==> src/rtl/serial_addsub_unit_pkg.sv <==
`default_nettype none
// ============================================================================
// serial_addsub_unit_pkg : shared FSM encoding and default sizing
// Rev 1.0
// ============================================================================
package serial_addsub_unit_pkg;

  localparam int DEF_WIDTH = 8;
  localparam int DEF_DIGIT = 2;

  typedef enum logic [1:0] {
    ST_IDLE = 2'd0,
    ST_RUN  = 2'd1,
    ST_DONE = 2'd2
  } state_t;

endpackage
`default_nettype wire

==> src/rtl/serial_addsub_unit_full_adder.sv <==
`default_nettype none
// ============================================================================
// full_adder : one-bit full adder, chained to form the digit-slice adder
// Rev 1.0
// ============================================================================
module full_adder (
  input  logic a,
  input  logic b,
  input  logic cin,
  output logic sum,
  output logic cout
);

  assign sum  = a ^ b ^ cin;
  assign cout = (a & b) | (cin & (a ^ b));

endmodule
`default_nettype wire

==> src/rtl/serial_addsub_unit.sv <==
`default_nettype none
// ============================================================================
// serial_addsub_unit : digit-serial add/subtract, DIGIT bits per clock
// Rev 1.0
// ============================================================================
module serial_addsub_unit
  import serial_addsub_unit_pkg::*;
#(
  parameter int WIDTH = DEF_WIDTH,
  parameter int DIGIT = DEF_DIGIT
) (
  input  logic             clk,
  input  logic             rst_n,
  input  logic             in_valid,
  output logic             in_ready,
  input  logic [WIDTH-1:0] a,
  input  logic [WIDTH-1:0] b,
  input  logic             enable_sub,
  output logic             out_valid,
  input  logic             out_ready,
  output logic [WIDTH-1:0] result,
  output logic             COUT,
  output logic             overflow,
  output logic             zero,
  output logic             busy
);

  localparam int c_steps = WIDTH / DIGIT;
  localparam int c_cw    = (c_steps > 1) ? $clog2(c_steps) : 1;
  localparam logic [c_cw-1:0] c_last = c_cw'(c_steps - 1);

  if ((WIDTH % DIGIT) != 0) begin : g_bad_width
    $error("serial_addsub_unit: WIDTH must be a multiple of DIGIT");
  end

  state_t            r_state;
  logic [c_cw-1:0]   r_cnt;
  logic              r_carry;
  logic [WIDTH-1:0]  r_a_sh;
  logic [WIDTH-1:0]  r_b_sh;
  logic              r_a_msb;
  logic              r_b_msb;
  logic [DIGIT-1:0]  w_slice_sum;
  logic [DIGIT:0]    w_carry;
  logic [WIDTH-1:0]  w_acc_next;

  assign in_ready  = (r_state == ST_IDLE);
  assign out_valid = (r_state == ST_DONE);
  assign busy      = (r_state == ST_RUN);

  // Operands are shifted right each step, so the live slice is always bits [DIGIT-1:0]
  assign w_carry[0] = r_carry;
  for (genvar i = 0; i < DIGIT; i++) begin : g_fa
    full_adder u_fa (
      .a    (r_a_sh[i]),
      .b    (r_b_sh[i]),
      .cin  (w_carry[i]),
      .sum  (w_slice_sum[i]),
      .cout (w_carry[i+1])
    );
  end

  // Partial sums enter at the top and move down, ending LSB-aligned after the last step
  if (c_steps > 1) begin : g_acc
    logic [WIDTH-DIGIT-1:0] r_acc;
    always_ff @(posedge clk or negedge rst_n) begin
      if (!rst_n) begin
        r_acc <= '0;
      end else if (r_state == ST_RUN) begin
        r_acc <= w_acc_next[WIDTH-1:DIGIT];
      end
    end
    assign w_acc_next = {w_slice_sum, r_acc};
  end else begin : g_no_acc
    assign w_acc_next = w_slice_sum;
  end

  always_ff @(posedge clk or negedge rst_n) begin
    if (!rst_n) begin
      r_state  <= ST_IDLE;
      r_cnt    <= '0;
      r_carry  <= 1'b0;
      r_a_sh   <= '0;
      r_b_sh   <= '0;
      r_a_msb  <= 1'b0;
      r_b_msb  <= 1'b0;
      result   <= '0;
      COUT     <= 1'b0;
      overflow <= 1'b0;
      zero     <= 1'b0;
    end else begin
      case (r_state)
        ST_IDLE: begin
          if (in_valid) begin
            r_a_sh  <= a;
            r_b_sh  <= enable_sub ? ~b : b;
            r_a_msb <= a[WIDTH-1];
            r_b_msb <= b[WIDTH-1] ^ enable_sub;
            r_carry <= enable_sub;
            r_cnt   <= '0;
            r_state <= ST_RUN;
          end
        end
        ST_RUN: begin
          r_a_sh  <= r_a_sh >> DIGIT;
          r_b_sh  <= r_b_sh >> DIGIT;
          r_carry <= w_carry[DIGIT];
          if (r_cnt == c_last) begin
            r_cnt    <= '0;
            result   <= w_acc_next;
            COUT     <= w_carry[DIGIT];
            overflow <= (r_a_msb == r_b_msb) && (w_acc_next[WIDTH-1] != r_a_msb);
            zero     <= (w_acc_next == '0);
            r_state  <= ST_DONE;
          end else begin
            r_cnt <= r_cnt + c_cw'(1);
          end
        end
        ST_DONE: begin
          if (out_ready) begin
            r_state <= ST_IDLE;
          end
        end
        default: r_state <= ST_IDLE;
      endcase
    end
  end

endmodule
`default_nettype wire
==> config.mk <==
export PLATFORM = sky130hd
export DESIGN_NAME = serial_addsub_unit
export DESIGN_NICKNAME = d
export VERILOG_FILES = /design/src/rtl/serial_addsub_unit_pkg.sv /design/src/rtl/serial_addsub_unit_full_adder.sv /design/src/rtl/serial_addsub_unit.sv
export SDC_FILE = /design/constraint.sdc
export NUM_CORES = 1
export LEC_CHECK = 0
export CAP_MARGIN = 0
export CORE_MARGIN = 5
export CORE_UTILIZATION = 53
export CTS_CLUSTER_SIZE = 25
export DETAILED_ROUTE_END_ITERATION = 10
export PLACE_DENSITY = 0.78
export SLEW_MARGIN = 10
export SYNTH_ARGS = -nofsm -noshare
export SYNTH_HDL_FRONTEND = slang
export SYNTH_SLANG_ARGS = --single-unit
==> constraint.sdc <==
create_clock -name clk -period 4.8 [get_ports clk]
set_input_delay 1.44 -clock clk [delete_from_list [all_inputs] [get_ports clk]]
set_output_delay 1.44 -clock clk [all_outputs]
set_load 0.05 [all_outputs]
==> results.toml <==
[run_status]
outcome = "finished, final reports clean"

[clock_network]
tritoncts = "yes"
cts_hold_repair.buffers = 0
h_tree_lvls = 2
clockBufferDepth = 2
post-cts-setup-buffers = 0
numCtsBuffers = 5
tritoncts_num_sinks = 40
clockRootBuffer = "sky130_fd_sc_hd__clkbuf_4"
clkLatencyLatePin_ns = 0.35
clk_transition_reported_paths_ns = 0.13
cts-resized-gates = 0

[sta]
clock_skew_ns = 0.0169
finalWorstPathRequiredPeriod_ns = 4.12
min_period_over_period = 0.858
worst_slack_ns = 0.682
timing_max_transition_violations_final = 0
setup_viol = 0
achievable-frequency_mhz = 243
relative_slew_slack = 0.437
number_of_hold_violations_in_the_final_report = 0
grt_setup_unrepaired = "no"
timing.setup.tns_ns = 0
timing_worst_slew_pin_value_ns = 0.844

[yosys]
synth.avg_cell_area_um2 = 10.4
synth_top_cells_by_count = "40 x sky130_fd_sc_hd__dfrtp_1, 34 x sky130_fd_sc_hd__nand2_1, 17 x sky130_fd_sc_hd__o21ai_0, 8 x sky130_fd_sc_hd__nor2_1, 7 x sky130_fd_sc_hd__xnor2_1"
syn-num-nets = 198
yosysWarningCount = 0
distinct_cells_synth = 29
synth_enable_flop_cells = 0
syn-cell-area_mm2 = 0.00181
synth_cells = 174
synth_top_area_share = 0.554
synth_most_common_cell = "sky130_fd_sc_hd__dfrtp_1"
synth-seq-cells = 40
postSynth.asyncResetShare = 1.00
netlist_top_cells_area = "sky130_fd_sc_hd__dfrtp_1 55%, sky130_fd_sc_hd__nand2_1 7.1%, sky130_fd_sc_hd__o21ai_0 4.7%"
yosysTopAreaCell = "sky130_fd_sc_hd__dfrtp_1"
synth-seq-area-share = 0.554
dominantRegCellSynth = "sky130_fd_sc_hd__dfrtp_1"

[power_and_ir_drop]
power_density_mw_per_mm2 = 698
power_leakage_nw = 0.996
peak_ir_drop_on_the_vdd_network_mv = 0.245

[floorplanning]
overall_die_area_mm2 = 0.00468
core_area_mm2 = 0.00331
initial_core_utilization = 0.546
std_cell_rows = 21
num_io_pins = 35
die_height_um = 68.4
die_width_um = 68.4

[final_layout]
multi_input_comb_area_um2 = 724
n_fill_cell = 289
nets = 228
layout-drive-gt1-share = 0.0780
layout-area-overhead-vs-synth_pct = 23.0
seqCellArea_mm2 = 0.00100
n_antenna_cell = 0
fin_cells = 251

[route]
firstDrtPassIters = 4
via_count = 1368
via_per_inst = 5.45
drtIter0Drc = 75
avgRoutedWirePerCell_um = 14.8
detail-route-antenna-nets = 0
detail_route.drc_violations = 0
final_routed_wirelength_mm = 3.72

[placement]
dp_hpwl_mm = 2.71
dp_cells = 243
dp_slack_ns = 1.10
numPortBuffers = 34
gp_congestion = 0.845

[grt]
groute.usage.overall = 0.185
grt_util_met1 = 0.235
top_usage_layer_grt = "met2"
via_count_of_the_first_global_routing_pass = 1366
grt_use_met3 = 0.0493
grt_util_met2 = 0.290
antenna_found_initial = 0
grt_pass1_wl_mm = 6.26
globalRoute.totalOverflow = 0
grt_start_max_net_pins = 41

[worst_setup_path]
worst_setup_path_start_kind = "flip-flop"
crit_path_max_fanout = 18
timing.critical_path.slowest_stage_cell = "sky130_fd_sc_hd__clkdlybuf4s50_1"
cp.buffers_inverters = 2
critical_setup_path_class = "reg -> out"
cp_top_family = "buffers and inverters"
end_kind = "output pin"
critical-path-max-stage-delay_ns = 0.87
crit_required_ns = 3.36
cp.arrival_ns = 2.68
cp_cell_sequence = "nand2b_1 -> inv_2 -> clkdlybuf4s50_1"

[job]
max-cap-violations = 0

[hold_path]
min-delay-path-class = "reg -> reg"
worst min-delay path, cell delays in order (launching register included):
cell and delay, ns:
sky130_fd_sc_hd__dfrtp_1 0.36, sky130_fd_sc_hd__nand2_1 0.05, sky130_fd_sc_hd__o21ai_0 0.06
logic make-up (layout without fill, tap and decap cells):
family / after synthesis / count (layout) / share of synthesized area
DFF: 40 / 40 / 0.554
and+or+nand+nor: 60 / 60 / 0.152
buffers and inverters: 18 / 49 / 0.0457
adders and majority gates: 3 / 3 / 0.0291
xor gates and xnor gates: 8 / 8 / 0.0388
muxes: 6 / 6 / 0.0374
AOI/OAI and AO/OA: 39 / 39 / 0.144
area by class of cell:
cell class	instances	share of cell area
sequential	40	0.450
multi-input combinational	116	0.326
timing repair buffer	34	0.151
tap	46	0.0259
clock inverter	3	0.0191
clock buffer	5	0.0169
inverter	7	0.0118
worst paths after layout:
kind / startpoint / end / slack (ns) / cells past startpoint
max: r_state[1]$_DFFE_PN0P_ / busy / 0.68 / 3
min: result[6]$_DFFE_PN0P_ / result[6]$_DFFE_PN0P_ / 0.50 / 2
max reg2reg: r_carry$_DFFE_PN0P_ / zero$_DFFE_PN0P_ / 2.77 / 6
min reg2reg: result[6]$_DFFE_PN0P_ / result[6]$_DFFE_PN0P_ / 0.50 / 2
max in group asynchronous: rst_n / result[7]$_DFFE_PN0P_ / 3.08 / 1
min in group asynchronous: rst_n / zero$_DFFE_PN0P_ / 1.17 / 1
state kept, by name, indices dropped and copies added (netlist names):
| register | cells |
|---|---|
| overflow | 1 |
| g_acc.r_acc | 6 |
| r_carry | 1 |
| r_a_sh | 8 |
| COUT | 1 |
| r_cnt | 2 |
| zero | 1 |
| result | 8 |
| r_a_msb | 1 |
| r_b_sh | 8 |
| r_state | 2 |
| r_b_msb | 1 |
per-stage QoR:
step,hold slack [ns],utilization,total power [mW],cell area [um^2]
finish,0.496,0.672,1.55,2220
global route,0.519,0.672,1.66,2220
CTS,0.499,0.672,1.57,2220
detailed placement,0.471,0.648,1.35,2140
global placement,0.460,0.648,1.31,2140
floorplan,0.447,-,1.12,1810
layer usage:
metal  wire length, um  vias up
met1              1600      638
met4                85        0
met2              1750       63
met3               284       15
met5                 0        -
li1                  -      652
power breakdown:
group          switching [mW]  internal (mW)  total [mW]  leakage (nW)
combinational           0.453          0.280       0.733         0.442
clock                   0.111          0.109       0.220        0.0412
sequential              0.119          0.483       0.601         0.513
placed cells by master (no fill, tap or decap), types with 2 or more instances in the layout:
master                            netlist  routed
sky130_fd_sc_hd__a22oi_1                6       6
sky130_fd_sc_hd__inv_1                  6       6
sky130_fd_sc_hd__fa_1                   2       2
sky130_fd_sc_hd__nor2b_1                5       5
sky130_fd_sc_hd__nor4b_1                2       2
sky130_fd_sc_hd__nand2_1               34      34
sky130_fd_sc_hd__clkdlybuf4s50_1        0      33
sky130_fd_sc_hd__a21oi_1                4       4
sky130_fd_sc_hd__a221o_1                6       6
sky130_fd_sc_hd__dfrtp_1               40      40
sky130_fd_sc_hd__o21ai_0               17      17
sky130_fd_sc_hd__a2bb2oi_1              4       4
sky130_fd_sc_hd__nor2_1                 8       8
sky130_fd_sc_hd__xnor2_1                7       7
sky130_fd_sc_hd__nand3_1                4       4
sky130_fd_sc_hd__nand2b_1               2       2
sky130_fd_sc_hd__clkbuf_4               0       5
sky130_fd_sc_hd__mux2_2                 6       6
No activity file was read; power rests on OpenSTA's default activity.
